**src/rtl/query_feeder_pkg.sv**
```systemverilog
// Shared definitions for the query feeder: default length width, FSM states
// and the 3-bit valid+code symbol handed to the Buffer.
package query_feeder_pkg;

    localparam int unsigned QUERY_LEN_BIT = 10;

    typedef enum logic [1:0] {
        ST_IDLE  = 2'd0,
        ST_POUR  = 2'd1,
        ST_FLUSH = 2'd2,
        ST_WAIT  = 2'd3
    } state_e;

    typedef struct packed {
        logic       valid;
        logic [1:0] code;
    } sym_t;

    function automatic sym_t make_sym(input logic [1:0] code);
        sym_t s;
        s.valid = 1'b1;
        s.code  = code;
        return s;
    endfunction

endpackage

```
**src/rtl/query_feeder.sv**
```systemverilog
// Streams a query of len symbols from query memory into the Buffer, then lets
// the Buffer append its end marker and waits until the PE array drains it all.
module query_feeder
    import query_feeder_pkg::*;
#(
    parameter int unsigned QLEN_BIT = QUERY_LEN_BIT
) (
    input  logic                clk,
    input  logic                rst_n,
    input  logic                start_i,
    input  logic [QLEN_BIT-1:0] len_i,
    output logic                rd_en_o,
    output logic [QLEN_BIT-1:0] addr_o,
    input  logic [1:0]          rd_data_i,
    output logic [2:0]          q_o,
    output logic                pouring_o,
    input  logic                full_i,
    input  logic                ready_one_i,
    input  logic                pe_req_i,
    output logic                update_o,
    output logic                busy_o,
    output logic                done_o
);

    localparam int unsigned CW = QLEN_BIT + 1;

    state_e        state_q, state_d;
    logic [CW-1:0] len_q, len_d;
    logic [CW-1:0] rd_cnt_q, rd_cnt_d;
    logic [CW-1:0] rx_cnt_q, rx_cnt_d;
    logic [CW-1:0] tx_cnt_q, tx_cnt_d;
    logic          inflight_q, inflight_d;
    sym_t          hold_q, hold_d;
    logic          done_q, done_d;

    logic          accept;
    logic          pour;
    logic          start_ok;
    logic          len_zero;
    logic          tx_done;
    logic          present_hold;
    logic          present_rd;
    sym_t          q_sym;

    assign update_o  = pe_req_i & ready_one_i;
    assign accept    = ~full_i | update_o;
    assign pour      = (state_q == ST_POUR);
    assign start_ok  = (state_q == ST_IDLE) & start_i;
    assign len_zero  = (len_i == '0);
    assign tx_done   = (tx_cnt_q == len_q + CW'(1));

    assign q_o       = q_sym;
    assign addr_o    = rd_cnt_q[QLEN_BIT-1:0];
    assign pouring_o = pour;
    assign busy_o    = (state_q != ST_IDLE);
    assign done_o    = done_q;

    always_ff @(posedge clk or negedge rst_n) begin
        if (!rst_n) begin
            state_q    <= ST_IDLE;
            len_q      <= '0;
            rd_cnt_q   <= '0;
            rx_cnt_q   <= '0;
            tx_cnt_q   <= '0;
            inflight_q <= 1'b0;
            hold_q     <= '0;
            done_q     <= 1'b0;
        end else begin
            state_q    <= state_d;
            len_q      <= len_d;
            rd_cnt_q   <= rd_cnt_d;
            rx_cnt_q   <= rx_cnt_d;
            tx_cnt_q   <= tx_cnt_d;
            inflight_q <= inflight_d;
            hold_q     <= hold_d;
            done_q     <= done_d;
        end
    end

    always_comb begin
        state_d = state_q;
        case (state_q)
            ST_IDLE:  if (start_ok && !len_zero) state_d = ST_POUR;
            ST_POUR:  if (rx_cnt_q == len_q) state_d = ST_FLUSH;
            ST_FLUSH: state_d = ST_WAIT;
            ST_WAIT:  if (tx_done) state_d = ST_IDLE;
            default:  state_d = ST_IDLE;
        endcase
    end

    always_comb begin
        // Held symbol always goes first; fresh read data only when hold is empty.
        present_hold = pour & hold_q.valid & accept;
        present_rd   = pour & inflight_q & ~hold_q.valid & accept;

        q_sym = '0;
        if (present_hold)
            q_sym = hold_q;
        else if (present_rd)
            q_sym = make_sym(rd_data_i);

        // An in-flight read is consumed this cycle whenever accept is high and
        // hold is empty, so a back-to-back read is safe under the same terms.
        rd_en_o = pour & ~hold_q.valid & accept & (rd_cnt_q < len_q);

        len_d      = len_q;
        rd_cnt_d   = rd_cnt_q + CW'(rd_en_o);
        rx_cnt_d   = rx_cnt_q + CW'(present_hold | present_rd);
        tx_cnt_d   = tx_cnt_q + CW'(update_o);
        inflight_d = rd_en_o;

        hold_d = hold_q;
        if (present_hold)
            hold_d = '0;
        else if (pour && inflight_q && !accept)
            hold_d = make_sym(rd_data_i);

        done_d = (start_ok & len_zero) | ((state_q == ST_WAIT) & tx_done);

        if (start_ok && !len_zero) begin
            len_d      = CW'(len_i);
            rd_cnt_d   = '0;
            rx_cnt_d   = '0;
            tx_cnt_d   = '0;
            inflight_d = 1'b0;
            hold_d     = '0;
        end
    end

endmodule
```
**config.mk**
```make
export PLATFORM = sky130hd
export DESIGN_NAME = query_feeder
export DESIGN_NICKNAME = d
export VERILOG_FILES = /design/src/rtl/query_feeder_pkg.sv /design/src/rtl/query_feeder.sv
export SDC_FILE = /design/constraint.sdc
export NUM_CORES = 1
export LEC_CHECK = 0
export ABC_AREA = 1
export BUFFER_PORTS_ARGS = -buffer_cell sky130_fd_sc_hd__clkbuf_2
export CAP_MARGIN = 30
export CORE_MARGIN = 3
export CORE_UTILIZATION = 55
export CTS_BUF_LIST = sky130_fd_sc_hd__clkbuf_2 sky130_fd_sc_hd__clkbuf_4 sky130_fd_sc_hd__clkbuf_8
export DETAILED_ROUTE_END_ITERATION = 10
export PLACE_DENSITY = 0.82
export SYNTH_ARGS = -nofsm -noshare
export SYNTH_HDL_FRONTEND = slang
export SYNTH_SLANG_ARGS = --single-unit
```
**constraint.sdc**
```tcl
create_clock -name clk -period 2.7 [get_ports clk]
set_input_delay 0.405 -clock clk [delete_from_list [all_inputs] [get_ports clk]]
set_output_delay 0.405 -clock clk [all_outputs]
set_load 0.005 [all_outputs]
```
After elaboration in Yosys (flattened, before gate mapping)
Index checks and enable logic that the tools add are counted.

cells by class
  $add $sub $neg = 4
  order comparisons = 1
  equality and inequality tests = 8
  muxes and demuxes = 13
  bitwise gates (word level) = 17
  reduce and logical (&&, ||, !) cells = 10

operators with widths
  cell                     number
  $add A11 B1 Y11          3
  $mux W11                 3
  $mux W3                  5
  $and A1 B1 Y1            12
  $add A10 B1 Y11 const B  1
  $eq A11 B10 Y1           1
  $eq A11 B11 Y1           1
  $lt A11 B10 Y1           1
  $logic_not A10 Y1        1
  $pmux W2 S4              1
  $mux W2                  3
  $eq A2 B2 Y1 const B     2
  $ne A2 B1 Y1 const B     2
  $logic_and A1 B1 Y1      3
  $or A1 B1 Y1             3
  $reduce_and A3 Y1        1
  $reduce_bool A3 Y1       1
  $eq A2 B1 Y1 const B     1
  $logic_not A1 Y1         2
  $logic_not A2 Y1         1
  $ne A2 B2 Y1 const B     1
  $not A1 Y1               2
  $reduce_bool A2 Y1       1
  $mux W1                  1

storage, ports and cells
  flip-flop bits (word level) = 50
  bits of input ports = 18
  output and inout port bits = 18
  logic and storage cells = 62

Logic depth before layout (Yosys ltp)
  depth after elaboration = 7
  gate-level depth with buffers = 19
  gate-level depth less buffers = 18

Worst setup path after synthesis
OpenSTA, ideal clock, no wires.

  kind = register -> register
  start = reg state_q[1]
  end = reg rd_cnt_q[10]
  library setup time = 0.123 ns
  arrival time = 2.615 ns
  required time = 2.577 ns
  slack = -0.039 ns
  cell stages (with the launch flop) = 18
  buffers on the path = 0
  period minus slack after synthesis = 2.739 ns
  cell sequence = dfrtp_1 -> inv_1 -> ha_1 -> inv_1 -> nor3_1 -> inv_1 -> nor2_1 -> ha_1 -> ha_1 -> nand2_1 -> inv_1 -> nand2_1 -> nor2_1 -> nand3_1 -> nor3b_1 -> nand2_1 -> o21ai_0 -> a21oi_1

on the way
  cells in the longest elaborated chain, start to end = 6
  elaborated cells between the ends (all ways) = 9
  classes of those cells = add/sub: 1; eq/ne: 1; mux: 1; bitwise: 4; reduce/logical: 2

RTL lines
  what                         line                 text
  from (decl)                  query_feeder.sv:27   state_e state_q, state_d;
  from (signal assigned)       query_feeder.sv:69   state_q <= state_d;
  $eq A2 B1 Y1                 query_feeder.sv:47   assign pour = (state_q == ST_POUR);
  via pouring_o                query_feeder.sv:16   output logic pouring_o,
  $and A1 B1 Y1 (3 in series)  query_feeder.sv:104  rd_en_o = pour & ~hold_q.valid & accept & (rd_cnt_q < len_q);
  via rd_en_o                  query_feeder.sv:12   output logic rd_en_o,
  $add A11 B1 Y11              query_feeder.sv:107  rd_cnt_d = rd_cnt_q + CW'(rd_en_o);
  $mux W11                     query_feeder.sv:120  if (start_ok && !len_zero) begin
  via rd_cnt_d[10]             query_feeder.sv:29   logic [CW-1:0] rd_cnt_q, rd_cnt_d;
  to (signal assigned)         query_feeder.sv:71   rd_cnt_q <= rd_cnt_d;
  to (decl)                    query_feeder.sv:29

The timed path passes the listed nets, and every way through them passes these cells.
A chain may end at the register's enable or synchronous reset.

Final worst setup path
  start = reg state_q[1]
  end = reg rx_cnt_q[10]

on the way
  cells in the longest elaborated chain, start to end = 7
  elaborated cells between the ends (all ways) = 12
  classes of those cells = add/sub: 1; eq/ne: 1; mux: 1; bitwise: 7; reduce/logical: 2

RTL lines
  what                         line                 text
  $eq A2 B1 Y1                 query_feeder.sv:47
  $and A1 B1 Y1 (3 in series)  query_feeder.sv:94   present_rd = pour & inflight_q & ~hold_q.valid & accept;
  $or A1 B1 Y1                 query_feeder.sv:108  rx_cnt_d = rx_cnt_q + CW'(present_hold | present_rd);
  $add A11 B1 Y11              query_feeder.sv:108
  $mux W11 (*)                 query_feeder.sv:120
  via rx_cnt_d[10]             query_feeder.sv:30   logic [CW-1:0] rx_cnt_q, rx_cnt_d;
  to (signal assigned)         query_feeder.sv:72   rx_cnt_q <= rx_cnt_d;
  to (decl)                    query_feeder.sv:30

The timed path passes the listed nets; every way through them passes the cells marked *.

==> results.py <==
metrics = {
    "worst_setup_path": {
        "arrival_ns": 2.91,
        "crit_top_cell": "nand2_1",
        "cp-start-kind": "flip-flop",
        "cp_slowest_stage_delay_ns": 0.45,
        "rr_worst_depth": 18,
        "crit_chain": "inv_2 -> ha_1 -> inv_1 -> nor3_2 -> buf_4 -> nand2_1 -> nand2_1 -> ha_1 -> ha_1 -> nand2_1 -> inv_1 -> nand2_2 -> nor2_4 -> nand3_2 -> nor3_2 -> nand2_1 -> xor2_1 -> nor2_1",
        "crit_fanout": 3,
        "worstSetupEndpointType": "flip-flop",
        "crit_type": "reg2reg",
        "worstPathRequired_ns": 2.92,
        "crit_path_top_delay_cell": "dfrtp_1",
    },
    "synth": {
        "synth_nets": 475,
        "ys_ff_latch": 50,
        "synth_cells": 436,
        "ys.flop_type": "dfrtp_1",
        "synth_edf_count": 0,
        "seq_area_frac_synth_pct": 39.0,
        "synth.cell_area_sq_um": 3210,
        "synth_cell_type_count": 33,
        "synthArstFlopShare_pct": 100,
        "avgSynthCellArea_sq_um": 7.36,
        "synth_warnings": 0,
    },
    "pwr": {
        "powerDensity_nw_per_um2": 804,
        "peakVddDrop_mv": 0.718,
        "intPower_uw": 1860,
        "swShare_pct": 43.3,
        "power.switching_uw": 1420,
        "pwr-share-clk_pct": 15.2,
        "leakagePower_uw": 0.00210,
        "power_frac_seq_pct": 30.9,
        "p_comb_share_pct": 53.9,
        "finalPower_uw": 3280,
    },
    "routing": {
        "vias_per_cell": 5.33,
        "routed_wl_um": 8720,
        "drt_iter0_drc": 154,
        "drc_errors": 0,
        "vias": 3105,
        "wl_per_cell_um": 14.9,
        "ant_nets": 0,
        "drt_pass1_iterations": 5,
    },
    "floorplanning": {
        "die_h_um": 82.4,
        "coreArea_sq_um": 5570,
        "io_pins": 36,
        "start_util_pct": 57.6,
        "rows": 27,
        "fp.dieW_um": 82.4,
        "die_area_sq_um": 6790,
    },
    "clocking": {
        "cts_root_buf": "clkbuf_8",
        "cts_buffer_depth": 2,
        "clk_pin_slew_ns": 0.10,
        "clk_latency_ns": 0.33,
        "cts_sinks": 50,
        "cts_made_buffers": 5,
        "cts_htree_levels": 2,
        "cts_tree": "built",
    },
    "finish": {
        "antenna_cells": 0,
        "utilization_pct": 73.1,
        "layout.nets": 549,
        "regArea_sq_um": 1250,
        "synthToLayoutAreaGrowth_pct": 26.9,
        "multiInputGateArea_sq_um": 1850,
        "final_cell_area_sq_um": 4080,
        "drive_gt1_share_pct": 29.2,
        "n_fill_cell": 391,
    },
    "hold_path": {
        "hold_class": "in2reg",
        "hold_depth": 3,
    },
    "global_routing": {
        "grt_overflow": 0,
        "grt_pass1_vias": 2838,
        "antenna_found_initial": 0,
        "grt_pass1_wl_um": 13000,
        "grt_max_degree": 23,
        "grtUsageTotal_pct": 25.3,
    },
    "job": {
        "max-cap-violations": 0,
    },
    "place": {
        "hpwl_um": 5950,
        "io_buffer_count": 35,
        "place_area_sq_um": 3600,
        "gp_congestion": 0.913,
    },
    "sta": {
        "post-route-period-util_pct": 99.7,
        "tns_ns": 0,
        "tightestPinTransition_ns": 0.622,
        "max_freq_ghz": 0.372,
        "rsz0062_at_grt": "true",
        "finalHoldViolCount": 0,
        "fin_crit_ns": 2.69,
        "fin_skew_ns": 0.00364,
        "max-slew-margin-rel_pct": 58.5,
        "slew_viol_final": 0,
        "setup_violations": 0,
        "holdWs_ns": 0.310,
    },
    "run_status": {
        "status": "finished, final reports clean",
    },
}
## flip-flops by register name, indices dropped and copies added (netlist names)
name        count
rx_cnt_q       11
state_q         2
hold_q          3
len_q          10
inflight_q      1
rd_cnt_q       11
tx_cnt_q       11
done_o          1
## power groups by stage
stage | clock network (uW) | registers [uW] | logic, uW
2_1_floorplan | 0 | 1030 | 903
4_1_cts | 495 | 996 | 1520
5_1_grt | 530 | 1020 | 1960
3_5_place_dp | 0 | 1010 | 1450
3_3_place_gp | 0 | 998 | 1400
6_report | 499 | 1010 | 1770
## cells by family after synthesis
logic type	after synthesis	synth area share, %
and+or+nand+nor	220	29.1
DFF	50	39.0
AOI/OAI and AO/OA	50	8.57
buffers and inverters	78	10.5
adders and majority gates	21	8.18
xor gates and xnor gates	17	4.64
## Yosys cell counts (all sizes together), types with 2 or more instances
| cell type | instances | share of area [%] |
|---|---|---|
| a21oi | 23 | 3.9 |
| and3 | 2 | 0.39 |
| buf | 13 | 2.9 |
| clkbuf | 5 | 0.62 |
| dfrtp | 50 | 39 |
| ha | 21 | 8.2 |
| inv | 60 | 7.0 |
| nand2 | 115 | 14 |
| nand3 | 25 | 4.1 |
| nand4 | 4 | 0.78 |
| nor2 | 53 | 6.6 |
| nor3 | 17 | 2.8 |
| nor3b | 2 | 0.47 |
| o21ai | 21 | 3.3 |
| xnor2 | 8 | 2.2 |
| xor2 | 9 | 2.5 |
## repair_timing
item	in CTS	in global routing
hold buffers	1	0
setup endpoints to repair	2	9
gates cloned	0	0
gates resized for setup	9	44
pin swaps	4	27
buffers inserted	6	14
endpoints found under the hold margin	4	0
## per-stage QoR
stage | setup slack [ns] | instances
final | 0.00853 | 583
after global routing | -0.177 | 583
after CTS | 0.000675 | 571
after detailed placement | -0.139 | 556
after global placement | 0.0520 | 556
after floorplan | 0.0432 | 436
## worst max-delay path, delay by kind of cell (launching register included)
| kind | cells | cell delay (ns) |
|---|---|---|
| xor+xnor | 1 | 0.17 |
| fa+ha+maj | 3 | 0.49 |
| flops | 1 | 0.45 |
| buf+inv | 4 | 0.41 |
| simple gates | 10 | 1.05 |
## area by class of cell
class / count / area share [%]
multi-input cells: 308 / 45.4
flip-flops and latches: 50 / 30.7
repair buffers: 85 / 13.7
inverters: 60 / 5.53
well taps: 72 / 2.21
clock buffers: 5 / 1.69
clock inverters: 3 / 0.706
## placed cells by master, fill, tap and decap left out, types with 9 or more instances in the layout
| cell type | netlist | final |
|---|---|---|
| nor3_1 | 16 | 13 |
| o21ai_0 | 19 | 17 |
| nor2_1 | 48 | 41 |
| clkbuf_2 | 1 | 34 |
| nand2_1 | 113 | 106 |
| nand3_1 | 24 | 21 |
| dfrtp_1 | 50 | 50 |
| buf_4 | 11 | 49 |
| a21oi_1 | 22 | 17 |
| ha_1 | 21 | 13 |
| xor2_1 | 9 | 9 |
| nand2_2 | 2 | 9 |
| inv_1 | 59 | 52 |
| nor2_2 | 5 | 9 |
## layer usage
layer	track usage [%]	vias up	wire length [um]
met2	42.2	78	4520
li1	-	1516	-
met4	9.97	0	197
met5	0	-	0
met1	33.1	1495	3600
met3	3.69	16	398
## path summary, 6_finish.rpt
kind	startpoint	slack (ns)	endpoint
setup / recovery	state_q[1]$_DFFE_PN0P_	0.009	rx_cnt_q[10]$_DFF_PN0_
max in group asynchronous	rst_n	1.53	len_q[1]$_DFFE_PN0P_
hold reg to reg	hold_q[1]$_DFFE_PN0P_	0.55	hold_q[1]$_DFFE_PN0P_
min in group asynchronous	rst_n	0.52	rx_cnt_q[8]$_DFF_PN0_
setup reg to reg	state_q[1]$_DFFE_PN0P_	0.009	rx_cnt_q[10]$_DFF_PN0_
hold / removal	len_i[3]	0.31	len_q[3]$_DFFE_PN0P_
Power figures use the tool's default switching activity.
